==> src/rtl/div_pkg.sv <==
// div_pkg: shared FSM state type and sizing helpers for the sequential divider.
package div_pkg;

    typedef enum logic [1:0] {IDLE, RUN, DONE} state_t;

    localparam int N_DEF     = 4;
    localparam int TRUNC_DEF = 0;

    function automatic int cnt_width(input int n);
        return (2 * n > 2) ? $clog2(2 * n) : 1;
    endfunction

    function automatic int iter_count(input int n, input int trunc);
        return 2 * n - trunc;
    endfunction

    localparam int CNT_W = cnt_width(N_DEF);
    localparam int ITER  = iter_count(N_DEF, TRUNC_DEF);

endpackage

==> src/rtl/div_step.sv <==
// div_step: one restoring-division iteration (shift in a dividend bit, conditional subtract).
module div_step #(
    parameter int N = 4
) (
    input  logic [N:0]   part_in,
    input  logic         bit_in,
    input  logic [N-1:0] divisor,
    output logic [N:0]   part_out,
    output logic         q_bit
);

    logic [N+1:0] sh;

    assign sh       = {part_in, bit_in};
    assign q_bit    = sh >= (N+2)'(divisor);
    assign part_out = q_bit ? (N+1)'(sh - (N+2)'(divisor)) : (N+1)'(sh);

endmodule

==> src/rtl/seq_approx_divider.sv <==
// seq_approx_divider: iterative radix-2 restoring divider, one quotient bit per clock,
// with optional truncation of the last quotient bits.
module seq_approx_divider
    import div_pkg::*;
#(
    parameter int N     = 4,
    parameter int TRUNC = 0
) (
    input  logic           clk,
    input  logic           rst,
    input  logic           in_valid,
    output logic           in_ready,
    input  logic [2*N-1:0] dividend,
    input  logic [N-1:0]   divisor,
    output logic           out_valid,
    input  logic           out_ready,
    output logic [2*N-1:0] quotient,
    output logic [N-1:0]   remainder,
    output logic           div_by_zero
);

    localparam int CW = cnt_width(N);
    localparam int IT = iter_count(N, TRUNC);

    state_t         state_q, state_d;
    logic [CW-1:0]  cnt_q, cnt_d;
    logic [N:0]     part_q, part_d;
    logic [2*N-1:0] dd_q, dd_d;
    logic [N-1:0]   dvs_q, dvs_d;
    logic [2*N-1:0] quotient_q, quotient_d;
    logic [N-1:0]   remainder_q, remainder_d;
    logic           dz_q, dz_d;
    logic           in_ready_q, in_ready_d;
    logic           out_valid_q, out_valid_d;

    logic [N:0]     part_nx;
    logic           q_bit;
    logic [2*N-1:0] dd_nx;

    div_step #(.N(N)) u_step (
        .part_in (part_q),
        .bit_in  (dd_q[2*N-1]),
        .divisor (dvs_q),
        .part_out(part_nx),
        .q_bit   (q_bit)
    );

    // Dividend bits leave at the top while quotient bits enter at the bottom.
    assign dd_nx = {dd_q[2*N-2:0], q_bit};

    always_comb begin
        state_d     = state_q;
        cnt_d       = cnt_q;
        part_d      = part_q;
        dd_d        = dd_q;
        dvs_d       = dvs_q;
        quotient_d  = quotient_q;
        remainder_d = remainder_q;
        dz_d        = dz_q;
        case (state_q)
            IDLE: if (in_valid) begin
                dd_d   = dividend;
                dvs_d  = divisor;
                part_d = '0;
                cnt_d  = CW'(IT - 1);
                dz_d   = divisor == '0;
                if (divisor == '0) begin
                    state_d     = DONE;
                    quotient_d  = '1;
                    remainder_d = dividend[N-1:0];
                end else begin
                    state_d = RUN;
                end
            end
            RUN: begin
                part_d = part_nx;
                dd_d   = dd_nx;
                cnt_d  = cnt_q - 1'b1;
                if (cnt_q == '0) begin
                    state_d     = DONE;
                    quotient_d  = dd_nx << TRUNC;
                    remainder_d = (TRUNC == 0) ? part_nx[N-1:0] : '0;
                end
            end
            DONE: state_d = out_ready ? IDLE : DONE;
            default: state_d = IDLE;
        endcase
        in_ready_d  = state_d == IDLE;
        out_valid_d = state_d == DONE;
    end

    always_ff @(posedge clk or posedge rst) begin
        if (rst) begin
            state_q     <= IDLE;
            cnt_q       <= '0;
            part_q      <= '0;
            dd_q        <= '0;
            dvs_q       <= '0;
            quotient_q  <= '0;
            remainder_q <= '0;
            dz_q        <= 1'b0;
            in_ready_q  <= 1'b1;
            out_valid_q <= 1'b0;
        end else begin
            state_q     <= state_d;
            cnt_q       <= cnt_d;
            part_q      <= part_d;
            dd_q        <= dd_d;
            dvs_q       <= dvs_d;
            quotient_q  <= quotient_d;
            remainder_q <= remainder_d;
            dz_q        <= dz_d;
            in_ready_q  <= in_ready_d;
            out_valid_q <= out_valid_d;
        end
    end

    assign in_ready    = in_ready_q;
    assign out_valid   = out_valid_q;
    assign quotient    = quotient_q;
    assign remainder   = remainder_q;
    assign div_by_zero = dz_q;

endmodule

==> config.mk <==
export PLATFORM = sky130hd
export DESIGN_NAME = seq_approx_divider
export DESIGN_NICKNAME = d
export VERILOG_FILES = /design/src/rtl/div_pkg.sv /design/src/rtl/div_step.sv /design/src/rtl/seq_approx_divider.sv
export SDC_FILE = /design/constraint.sdc
export NUM_CORES = 1
export LEC_CHECK = 0
export ABC_AREA = 1
export CORE_MARGIN = 4
export CORE_UTILIZATION = 35
export CTS_CLUSTER_DIAMETER = 30
export DETAILED_ROUTE_END_ITERATION = 10
export PLACE_DENSITY = 0.6
export SYNTH_ARGS = -nofsm -noshare
export SYNTH_HDL_FRONTEND = slang
export SYNTH_SLANG_ARGS = --single-unit
==> constraint.sdc <==
create_clock -name clk -period 2.35 [get_ports clk]
set_input_delay 0.5875 -clock clk [delete_from_list [all_inputs] [get_ports clk]]
set_output_delay 0.5875 -clock clk [all_outputs]
set_load 0.02 [all_outputs]
* Word level (Yosys, flattened, before mapping) *
Cells that the tools add are included.

word-level totals
  logic and storage cells = 47
  bits of input ports = 16
  bits in read-only memories = 0
  output and inout bits = 15
  memories = 0
  register bits after elaboration = 37
  latch bits = 0
  memory bits (writable) = 0

operators by class
  bitwise operators = 0
  add/subtract/negate cells = 2
  shift operators = 0
  divide/modulo/power cells = 0
  equality and inequality tests = 6
  magnitude comparators = 1
  reduce and logical (&&, ||, !) cells = 8
  multipliers = 0
  muxes and demuxes = 20

operator list
  kind                                                                   count
  8-bit 2-to-1 mux                                                       4
  8-bit one-hot mux with 2 select lines                                  2
  4-bit 2-to-1 mux                                                       3
  5-bit 2-to-1 mux                                                       2
  5-bit one-hot mux with 2 select lines                                  1
  2-bit 2-to-1 mux                                                       4
  4-bit one-hot mux with 2 select lines                                  1
  6-bit by 4-bit >= comparator with 1-bit output                         1
  2-bit != test, second input constant                                   3
  2-bit one-hot mux with 3 select lines                                  1
  3-bit one-hot mux with 2 select lines                                  1
  5-bit by 4-bit subtractor with 5-bit output                            1
  2-bit equality test, second input constant                             2
  2-bit logical NOT                                                      2
  4-bit logical NOT                                                      1
  2-bit AND reduction                                                    2
  4-bit AND reduction                                                    1
  3-bit logical NOT                                                      1
  3-bit 2-to-1 mux                                                       1
  3-bit by 1-bit subtractor with 3-bit output, second input constant     1
  2-bit by 1-bit equality test with 1-bit output, second input constant  1
  2-bit nonzero test                                                     1

* Logic depth before layout (Yosys ltp) *
Gate-level depths: netlist (run 1).

  word-level depth = 5
  gate-level depth with buffers = 11

* Modules after synthesis *
Synthesis (run 1) repeated with hierarchy kept, for this count alone.

second synthesis, totals
  cells, all modules = 251
  area, all modules = 1974.4 µm²

by module, submodules not included
  module              area an instance (µm²)  instances  cells each
  seq_approx_divider  1689.1                  1          206
  div_step            285.3                   1          45

* Least setup slack after synthesis (run 1) *
Ideal clock, no wire load.

  path kind = reg2reg
  start point = register dd_q[7]
  end point = register remainder_q[3] (netlist: remainder[3])
  data arrival time = 1.620 ns
  library setup time = 0.063 ns
  path slack = 0.668 ns
  data required time = 2.287 ns
  cell stages (with the launch flop) = 12
  clock period less this slack = 1.682 ns
  cell sequence = dfrtp_1 > inv_1 > ha_1 > inv_1 > fa_1 > nand3_1 > nand3_1 > nor2_2 > nand3_1 > nand3_1 > nand2_1 > inv_1

on the way
  cells in the longest elaborated chain, start to end = 4
  elaborated cells between the ends (all ways) = 5

RTL lines
  item                                                                                                           line                            source
  start, declared                                                                                                seq_approx_divider.sv:28        logic [2*N-1:0] dd_q, dd_d;
  start signal, assigned                                                                                         seq_approx_divider.sv:97        dd_q <= '0;
  start signal, assigned                                                                                         seq_approx_divider.sv:108       dd_q <= dd_d;
  5-bit by 4-bit subtractor with 5-bit output or 6-bit by 4-bit >= comparator with 1-bit output (tied branches)  div_step.sv:16, div_step.sv:15
  5-bit 2-to-1 mux (*)                                                                                           div_step.sv:16                  assign part_out = q_bit ? (N+1)'(sh - (N+2)'(divisor)) : (N+1)'(sh);
  4-bit 2-to-1 mux (*)                                                                                           seq_approx_divider.sv:79        if (cnt_q == '0) begin
  4-bit one-hot mux with 2 select lines (*)                                                                      seq_approx_divider.sv:60        case (state_q)
  end signal, assigned                                                                                           seq_approx_divider.sv:111       remainder_q <= remainder_d;
  end, declared                                                                                                  seq_approx_divider.sv:31        logic [N-1:0] remainder_q, remainder_d;

Mark *: on every way between the ends. The rest lies on a longest branch, timed or not. The select of a mux whose other input is x is not followed.
A chain may end at the register's enable or synchronous reset.

* Final worst setup path (run 1) *
  start point = register in_ready_q (netlist: in_ready)
  end point = output in_ready

RTL lines
  item                    line                       source
  start, declared         seq_approx_divider.sv:33   logic in_ready_q, in_ready_d;
  start signal, assigned  seq_approx_divider.sv:113  in_ready_q <= in_ready_d;
  end, declared           seq_approx_divider.sv:12   output logic in_ready,

No word-level cell between the ends.

==> impl_metrics.csv, run 1 <==
group,metric,value,unit
worst_setup_path,max_stage_delay,0.59,ns
worst_setup_path,crit_chain,"clkdlybuf4s50_1",
placement,finalWeightedCongestion,0.835,
layout,n_fill_cell,519,
routing,first_pass_iters,4,
placement,place_area,2230,um^2
routing,vias,1508,
worst_hold_path,hold_class,"register to register",
floorplan,rows,26,
synth,yosys_warnings,0,
worst_setup_path,crit_family,"buffers and inverters",
worst_setup_path,start_kind,"register",
floorplan,io_pins,31,
sta,tns,0,ns
placement,io_buffer_count,30,
clock_network,cts_tree,"built",
sta,maxSlewViolCount,0,
routing,drc,0,
sta,fmax,504,MHz
worst_setup_path,slowest_stage,"clkdlybuf4s50_1",
sta,slew_headroom,0.694,
sta,fin_crit_sh,0.845,
layout,seqCellArea,927,um^2
routing,routed_wirelength,3.85,mm
worst_setup_path,path_max_fanout,1,
synth,synth_area_leader_cell,"dfrtp_1",
placement,place_hpwl,2.89,mm
routing,postRouteAntennaNets,0,
synth,postSynthCellCount,219,
clock_network,cts_htree_levels,2,
floorplan,dieArea,6490,um^2
clock_network,cts_hold_buf,0,
layout,diodes,0,
synth,synth.avg_cell_area,8.42,um^2
layout,area_growth_syn_to_layout,27.3,%
clock_network,clockBufferDepth,2,
job,drv_cap,0,
sta,setup_viol,0,
global_route,grt_usage,0.136,
sta,hold_viol_final,0,
pwr,p_total,3.62,mW
routing,vias_per_cell,4.63,
clock_network,clkLatencyLatePin,0.29,ns
sta,tightestPinTransition,0.458,ns
sta,fin_ws,0.365,ns
synth,yosysSeqAreaShare,0.503,
synth,syn_area,1840,um^2
floorplan,die_y,80.6,um
layout,nets,278,
clock_network,root_buffer,"clkbuf_8",
synth,yosys.area.top_type_share,0.489,
pwr,ir_drop,0.823,mV
pwr,p_leak,1.15,nW
worst_setup_path,critical_path_class,"register to output port",
pwr,power-per-cell-area,1540,nW/um^2
synth,ys_seq_elements,37,
worst_setup_path,path_buf_inv,1,
placement,place_ws,0.388,ns
routing,wl_per_cell,11.8,um
clock_network,numCtsBuffers,5,
clock_network,post_cts_buffers,0,
layout,multiInputGateArea,739,um^2
layout,postLayoutCellArea,2350,um^2
global_route,grt_max_degree,38,
layout,postLayoutCoreUtil,0.459,
clock_network,clk_pin_slew,0.07,ns
global_route,grt_pass1_wl,6.74,mm
synth,ys_types,29,
sta,rsz0062_at_grt,"no",
clock_network,cts_resized,0,
sta,fin_skew,0.0105,ns
clock_network,clock-sinks,37,
synth,synth_nets,242,
routing,drtIter0Drc,85,
global_route,grt_antenna_before_repair,0,
worst_setup_path,end_kind,"output port",
layout,drive_gt1_frac,0.0859,
floorplan,initial_core_util,0.361,
sta,finalCriticalPeriod,1.98,ns
global_route,grt_pass1_vias,1477,
worst_setup_path,crit_arrival,1.40,ns
synth,synth.area.top_cells,"dfrtp_1 49%, nand2_1 7.1%, inv_1 6.7%",
floorplan,coreArea,5110,um^2
worst_setup_path,required,1.76,ns
global_route,grt.overflow.total,0,
outcome,status,"finished clean",
floorplan,die_w,80.6,um
==> stage by stage <==
| stage | instances | hold slack (ns) |
|---|---|---|
| after detailed placement | 318 | 0.470 |
| after global placement | 318 | 0.471 |
| after floorplan | 219 | 0.450 |
| after CTS | 326 | 0.487 |
| after global routing | 326 | 0.513 |
| final | 326 | 0.483 |
==> registers in the layout, indices dropped and copies added (netlist names) <==
register	cells
out_valid	1
cnt_q	3
dvs_q	4
part_q	5
in_ready	1
state_q	2
quotient	8
dd_q	8
remainder	4
div_by_zero	1
==> cell usage after synthesis, drive strengths merged <==
cell type  instances
clkbuf             1
nand2             39
or2                5
nand3             23
dfstp              1
o21ai             21
fa                 1
or3                1
o221ai             1
o211ai             1
a21oi              4
dfrtp             36
nor2              25
inv               36
xor2               1
o22ai              2
ha                 6
a31oi              6
nand4              1
a22oi              2
buf                5
nand3b             1
==> path summary, 6_finish.rpt <==
kind                                     end  slack (ns)  startpoint  depth (start not counted)
worst max-delay path                in_ready        0.37    in_ready                          1
worst min-delay path                dvs_q[1]        0.48    dvs_q[1]                          2
worst max register to register  remainder[0]        0.45     dd_q[7]                         11
worst min register to register      dvs_q[1]        0.48    dvs_q[1]                          2
max in group asynchronous           in_ready        1.29         rst                          3
min in group asynchronous       remainder[0]        0.70         rst                          3
==> final cells by class <==
class / instances / area share
timing repair buffer: 35 / 0.144
tap: 70 / 0.0373
multi-input combinational: 140 / 0.315
sequential: 37 / 0.395
clock inverter: 1 / 0.0128
inverter: 36 / 0.0587
clock buffer: 7 / 0.0368
==> layer usage <==
metal,global-route usage,vias to the layer above,part of all wire
li1,-,777,-
met1,0.186,694,0.51
met2,0.204,30,0.43
met3,0.0314,7,0.047
met4,0.0557,0,0.016
met5,0,-,0
==> cells in the final DEF, fill, tap and decap left out, types with 4 or more instances in the layout <==
master           instances
a21oi_1                  4
a31oi_1                  6
buf_4                    5
clkbuf_8                 6
clkdlybuf4s50_1         30
dfrtp_1                 36
ha_1                     6
inv_1                   33
nand2_1                 35
nand3_1                 23
nor2_1                  24
o21ai_0                 21
or2_0                    4
==> logic make-up after synthesis <==
| family | share of synthesized area |
|---|---|
| xor gates and xnor gates | 0.00475 |
| adders and majority gates | 0.0516 |
| buffers and inverters | 0.0957 |
| DFF | 0.503 |
| and+or+nand+nor | 0.233 |
| AOI/OAI and AO/OA | 0.112 |
==> power breakdown <==
group          switching, mW  total [mW]  internal (mW)
clock                  0.223       0.569          0.346
sequential             0.152        1.10          0.951
combinational           1.17        1.95          0.778
No activity file was read; power rests on OpenSTA's default activity.
==> run 2, diff against run 1 <==
PLACE_DENSITY = 0.62   (was 0.6)
clock period = 1.6 ns   (was 2.35 ns; I/O delays follow)
==> impl_metrics.csv, run 2 (synthesis results as in run 1) <==
group,metric,value,unit
worst_hold_path,hold_class,"input pin to asynchronous set/reset pin",
worst_setup_path,critical_path_class,"register to register",
routing,route.met3.wl,207,um
pwr,p_leak,1.29,nW
global_route,grt_max_degree,38,
worst_setup_path,required,1.83,ns
global_route,grt_pass1_wl,7.66,mm
layout,nets,302,
clock_network,cts_hold_buf,0,
worst_setup_path,crit_arrival,2.00,ns
pwr,p_int,3.28,mW
clock_network,clkLatencyLatePin,0.29,ns
layout,diodes,0,
pwr,p_total,5.93,mW
sta,maxSlewViolCount,0,
global_route,grt.overflow.total,0,
sta,tightestPinTransition,0.337,ns
outcome,status,"finished with violations",
sta,hold_viol_final,0,
pwr,comb_power_share,0.620,
sta,hold_slack,0.454,ns
routing,top_layer,"met4",
routing,routedLengthMet1,1.95,mm
routing,drc,0,
sta,fin_ws,-0.171,ns
placement,io_buffer_count,30,
placement,dp.cells,336,
pwr,switching_power,2.65,mW
routing,wl_per_cell,12.2,um
worst_setup_path,path_max_fanout,5,
floorplan,coreArea,5110,um^2
clock_network,clock-sinks,37,
layout,area_growth_syn_to_layout,42.1,%
global_route,grt_usage,0.150,
outcome,violations,"setup timing",
floorplan,io_pins,31,
clock_network,root_buffer,"clkbuf_8",
worst_setup_path,start_kind,"register",
global_route,grt_antenna_before_repair,0,
sta,slew_headroom,0.773,
routing,postRouteAntennaNets,0,
pwr,power-per-cell-area,2270,nW/um^2
clock_network,cts_tree,"built",
sta,setup_viol,11,
routing,wl_met2,2.09,mm
pwr,seqPwrFrac,0.270,
pwr,ir_drop,0.924,mV
routing,vias,1646,
floorplan,initial_core_util,0.361,
sta,fin_skew,0.00877,ns
layout,stdcell_count,350,
floorplan,die_w,80.6,um
routing,first_pass_iters,4,
floorplan,rows,26,
pwr,p_clk_frac,0.109,
layout,final_cell_mix,"36 x dfrtp_1, 35 x nand2_1, 31 x inv_1",
sta,fmax,565,MHz
job,drv_cap,0,
clock_network,numCtsBuffers,5,
layout,layout_commonest_cell,"dfrtp_1",
routing,drtIter0Drc,112,
floorplan,die_y,80.6,um
sta,tns,-1.24,ns
clock_network,clk_pin_slew,0.08,ns
global_route,grt_pass1_vias,1684,
placement,finalWeightedCongestion,0.867,
sta,fin_crit_sh,1.11,
placement,place_area,2410,um^2
layout,drive_gt1_frac,0.239,
sta,finalCriticalPeriod,1.77,ns
worst_setup_path,end_kind,"register",
floorplan,dieArea,6490,um^2
sta,rsz0062_at_grt,"yes",
layout,postLayoutCellArea,2620,um^2
placement,place_hpwl,2.99,mm
routing,routed_wirelength,4.28,mm
clock_network,cts_htree_levels,2,
clock_network,clockBufferDepth,2,
routing,vias_per_cell,4.70,
pwr,switching_share,0.446,
[run 2: cell types whose count changed in the layout (fill, tap and decap cells not counted), sizes merged]
cell           previous run  this run
bufinv                    1         0
clkdlybuf4s50            30        15
buf                       5        29
clkbuf                    7         5
clkinvlp                  0         1
clkinv                    0         2
dlygate4sd2               0        15
[run 2: layout make-up]
cell class | count | area [um^2]
clock buffer | 5 | 68.8
clock inverter | 3 | 17.5
fill | 485 | 2490
inverter | 36 | 140
multi-input combinational | 140 | 853
sequential | 37 | 927
tap | 70 | 87.6
timing repair buffer | 59 | 524
[run 2: critical path, stage by stage (launching register included)]
cell and delay (ns):
dfrtp_1 0.39, inv_2 0.08, ha_4 0.12, inv_2 0.04, fa_2 0.38, nand3_2 0.11, nand3_4 0.09, nor2_4 0.21
nand3_2 0.12, nand3_2 0.08, nand2_1 0.05, inv_1 0.04
[run 2: worst paths after layout]
check                           slack [ns]            to  cells past startpoint   startpoint
worst min-delay path                  0.45      dvs_q[3]                      3          rst
max in group asynchronous             0.89      in_ready                      3          rst
worst max register to register       -0.17  remainder[0]                     11      dd_q[7]
min in group clk                      0.47   div_by_zero                      2  div_by_zero
worst max-delay path                 -0.17  remainder[0]                     11      dd_q[7]
worst min register to register        0.47   div_by_zero                      2  div_by_zero
[run 2: per-stage QoR]
step	utilization	worst slack, ns
floorplan	-	-0.0200
global placement	0.472	-0.171
detailed placement	0.472	-0.181
CTS	0.499	-0.121
global route	0.513	-0.304
finish	0.513	-0.171
[run 2: timing repair]
item,4_1_cts,5_1_grt
setup endpoints to repair,26,14
buffers inserted,3,3
gates cloned,0,0
pin swaps,8,8
gates resized for setup,26,9
[run 2: power groups by stage]
| stage | registers [mW] | logic [mW] | clock network (mW) |
|---|---|---|---|
| 2_1_floorplan | 1.79 | 1.96 | 0 |
| 3_3_place_gp | 1.62 | 3.34 | 0 |
| 3_5_place_dp | 1.63 | 3.37 | 0 |
| 4_1_cts | 1.61 | 3.43 | 0.678 |
| 5_1_grt | 1.67 | 4.15 | 0.734 |
| 6_report | 1.60 | 3.68 | 0.648 |
[run 2: routing by layer]
| layer | GRT usage | vias to the layer above |
|---|---|---|
| met5 | 0 | - |
| met4 | 0.0372 | 0 |
| met3 | 0.0392 | 7 |
| met2 | 0.257 | 37 |
| met1 | 0.186 | 778 |
| li1 | - | 824 |
==> RTL edit 1 (settings of run 2) <==
Make the reset (`rst`) synchronous in one clocked block.
--- a/src/rtl/seq_approx_divider.sv
+++ b/src/rtl/seq_approx_divider.sv
@@ -90,5 +90,5 @@
     end
 
-    always_ff @(posedge clk or posedge rst) begin
+    always_ff @(posedge clk) begin
         if (rst) begin
             state_q     <= IDLE;
Check against the original RTL: differs if rst is asserted again (counterexample within 4 cycles, from zero or initial values and one cycle with rst high); with rst held inactive, the same outputs for 10 cycles.
==> RTL edit 1 against run 2 <==
The run still ends with negative setup slack left. Wire length is 4.9% lower. Critical endpoint is now quotient[0]. Critical path depth stayed put. Synthesized area decreased by 2.9%. Setup slack gained 85 ps. Sequential cell count stayed put. Cell area fell by 6.4%. Via count down 0.30%. Critical path type unchanged.
Power is not compared: it rests on default switching activity, and its combinational part moved more than twofold at a synthesized area within 25%.
==> RTL edit 1: results (changes against run 2) <==
stage,metric,value,unit,change
run_status,status,"finished, violations left",,
run_status,violations,negative setup slack,,
yosys,synth_area_leaders,"dfxtp_1 41%, nor2_1 6.9%, nand2_1 6.7%",,
grt,first_global_vias,1580,,-6.2%
grt,track_usage,14.1,%,-0.85 points
sta,setup_viol,10,,-1
critical_path,r2r-end,quotient[0],,
grt,grt_pass1_wl,7070,microns,-7.7%
layout,drive_gt1_share,21.2,%,-2.7 points
sta,fin_tns_setup,-715,ps,+527 ps
yosys,postSynth.asyncResetShare,0,%,-100 points
critical_path,cp_data_arrival_time,1880,ps,-120 ps
yosys,synth_common_cells,"37 x dfxtp_1, 33 x nor2_1, 32 x nand2_1",,
yosys,ys_seq_area_share,41.4,%,-8.9 points
grt,grt_use_met1,18.1,%,-0.51 points
placement,dp_slack,-136,ps,+45.1 ps
min_path,hold_class,flip-flop to flip-flop,,
sta,fin_ws,-85.9,ps,+85.1 ps
placement,dp_hpwl,2980,microns,-0.47%
sta,tightest_slew,229,ps,-108 ps
yosys,synth_cell_types,28,,-3.4%
detailed_routing,drtIter0Drc,40,,-64%
critical_path,cp_max_fo,6,,+1
placement,gp_congestion,0.785,,-9.4%
grt,grt_max_degree,19,,-50%
## RTL edit 1: worst min-delay path by stage
stage                   from        to
floorplan           dvs_q[2]  dvs_q[2]
global placement     dd_q[4]   dd_q[4]
detailed placement   dd_q[6]   dd_q[6]
CTS                  dd_q[6]   dd_q[6]
global route         dd_q[5]   dd_q[5]
finish               dd_q[6]   dd_q[6]
## RTL edit 1: worst max-delay path: stages (launching register included)
cell and delay (ps):
dfxtp_2 330, inv_2 60, ha_4 120, inv_2 40, fa_2 350, inv_2 60
nor2_2 50, nor2_4 170, nand2_4 120, buf_12 150, nor3_4 90, nor2_1 50
## RTL edit 1: stage by stage
step	util (%)	std cells
floorplan	-	244
global placement	47.7	346
detailed placement	47.7	346
CTS	49.5	354
global route	50.5	355
finish	50.5	355
## RTL edit 1: power by group
group	switching (uW)	internal, uW	total, uW
Clock	344	349	693
Combinational	495	379	874
Sequential	53.8	1020	1080
Total	893	1750	2640
## RTL edit 1: final cells by class
class                   instances  area (sq um)
multi-input cells             164           957
well taps                      67          83.8
fillers                       508          2400
clock buffers                   6          82.6
inverters                      32           123
clock inverters                 2          13.8
flip-flops and latches         37           743
repair buffers                 47           447
## RTL edit 1: logic make-up after synthesis
group,Yosys count,synth area share (%)
buffers and inverters,43,10.3
flip-flops,37,41.4
AND/OR/NAND/NOR,110,28.5
AO/OA/AOI/OAI,46,14.0
XOR/XNOR,1,0.489
adder cells (fa/ha/maj),7,5.31
## RTL edit 1: what timing repair did
item,CTS,global route
pin swaps,6,2
resized for setup,17,5
setup buffers,0,1
setup endpoints to repair,26,12
cloned,0,0
## RTL edit 1: metal layers
metal | vias to the layer above | routed length [microns]
met5 | - | 0
met4 | 0 | 54
met1 | 737 | 2000
met3 | 5 | 152
met2 | 27 | 1870
li1 | 872 | -
==> RTL edit 2 (settings of run 2) <==
Made on the original files. `N` is set to 4 in 2 places; all go to 3.
--- a/src/rtl/div_step.sv
+++ b/src/rtl/div_step.sv
@@ -1,5 +1,5 @@
 // div_step: one restoring-division iteration (shift in a dividend bit, conditional subtract).
 module div_step #(
-    parameter int N = 4
+    parameter int N = 3
 ) (
     input  logic [N:0]   part_in,
--- a/src/rtl/seq_approx_divider.sv
+++ b/src/rtl/seq_approx_divider.sv
@@ -4,5 +4,5 @@
     import div_pkg::*;
 #(
-    parameter int N     = 4,
+    parameter int N     = 3,
     parameter int TRUNC = 0
 ) (
Interface: changed (resized dividend, divisor, quotient and remainder); port bits go from 31 to 25. The function was not compared with the original's and may differ.
==> RTL edit 2 against run 2 <==
Clock skew grew 0.63 ps. Total power shrank 23%. Setup slack better by 230 ps. Utilization decreased by 2.4 points. Die area decreased by 15%. Combinational power decreased by 38%. Non-clock buffer count down 27. Wire length is 32% lower. Sequential cell count is 7 lower. Synthesized area shrank 17%. Cell area decreased by 23%. Critical path type unchanged. Critical endpoint is now remainder[2].
==> RTL edit 2: results (changes against run 2) <==
stage,metric,value,unit,change
run_status,status,"complete, no violations",,
placement,dp_slack,-80.1,ps,+101 ps
pwr,swShare,40.1,%,-4.5 points
layout,drive_gt1_share,17.3,%,-6.6 points
layout,nFillCells,394,,-19%
critical_path,cp-endpoint,remainder[2],,
critical_path,cp_max_fo,2,,-3
grt,grt_pass1_wl,5050,microns,-34%
sta,fin_skew,9.40,ps,+0.635 ps
yosys,synth_nets,191,,-21%
pwr,peakVddDrop,0.000724,V,-22%
critical_path,cp_data_arrival_time,1720,ps,-280 ps
detailed_routing,vias_per_cell,4.50,,-4.2%
detailed_routing,dr_wl_met3,108,microns,-48%
pwr,seqPwrFrac,29.3,%,+2.3 points
placement,dpl_cell_area,1860,sq um,-23%
yosys,ys_seq_area_share,49.1,%,-1.2 points
yosys,synth_common_cells,"35 x nand2_1, 29 x dfrtp_1, 23 x inv_1",,
layout,fin_cells,258,,-26%
yosys,synth_cell_types,27,,-6.9%
min_path,hold_class,primary input to asynchronous set/reset pin,,
grt,met3_usage,3.11,%,-0.82 points
placement,dp_hpwl,2140,microns,-28%
placement,gp_congestion,0.821,,-5.3%
pwr,p_leak,0.00101,uW,-21%
critical_path,reg2reg_slack,60,ps,+230 ps
cts,cts_resized,12,,-54%
yosys,syn_area_per_cell,8.90,sq um,+5.7%
detailed_routing,met1Wirelength,1410,microns,-28%
layout,layout.nets,226,,-25%
detailed_routing,route.detailed.wl_per_inst,11.2,microns,-8.4%
sta,fin_tns_setup,0,ps,+1240 ps
detailed_routing,route.met2.wl,1310,microns,-37%
grt,grt_use_met1,15.6,%,-3.0 points
sta,tightest_slew,228,ps,-109 ps
grt,first_global_vias,1181,,-30%
sta,fin_hold_ws,448,ps,-5.95 ps
sta,fin_crit_sh,96.0,%,-15 points
pwr,power.share.clock,20.9,%,+10 points
grt,track_usage,11.9,%,-3.1 points
critical_path,rr_worst_depth,9,,-2
grt,grt_max_degree,31,,-18%
==> RTL edit 2: changes by cell type in the layout (fill, tap and decap cells not counted), sizes merged, moves of 3 or more <==
cell / change
nor2: -7
buf: -21
a21oi: -3
a31oi: -6
clkdlybuf4s50: -3
dlygate4sd2: -3
dfrtp: -7
inv: -10
o21ai: -4
nand3: -10
==> RTL edit 2: cells by family (layout without fill, tap and decap cells) <==
family / count (synthesis) / in the layout / share of synthesized area [%]
buffers and inverters: 30 / 66 / 9.48
adders and majority gates: 6 / 6 / 5.40
and+or+nand+nor: 79 / 79 / 24.7
xor gates and xnor gates: 2 / 2 / 1.14
AOI/OAI and AO/OA: 25 / 25 / 10.1
DFF: 30 / 30 / 49.1
==> RTL edit 2: final cells by class <==
class                      instances  area (sq um)  area share [%]
inverter                          26           100            4.98
multi-input combinational        112           656            32.6
clock inverter                     2          60.1            2.99
clock buffer                       6          82.6            4.10
tap                               50          62.6            3.11
timing repair buffer              32           298            14.8
sequential                        30           753            37.4
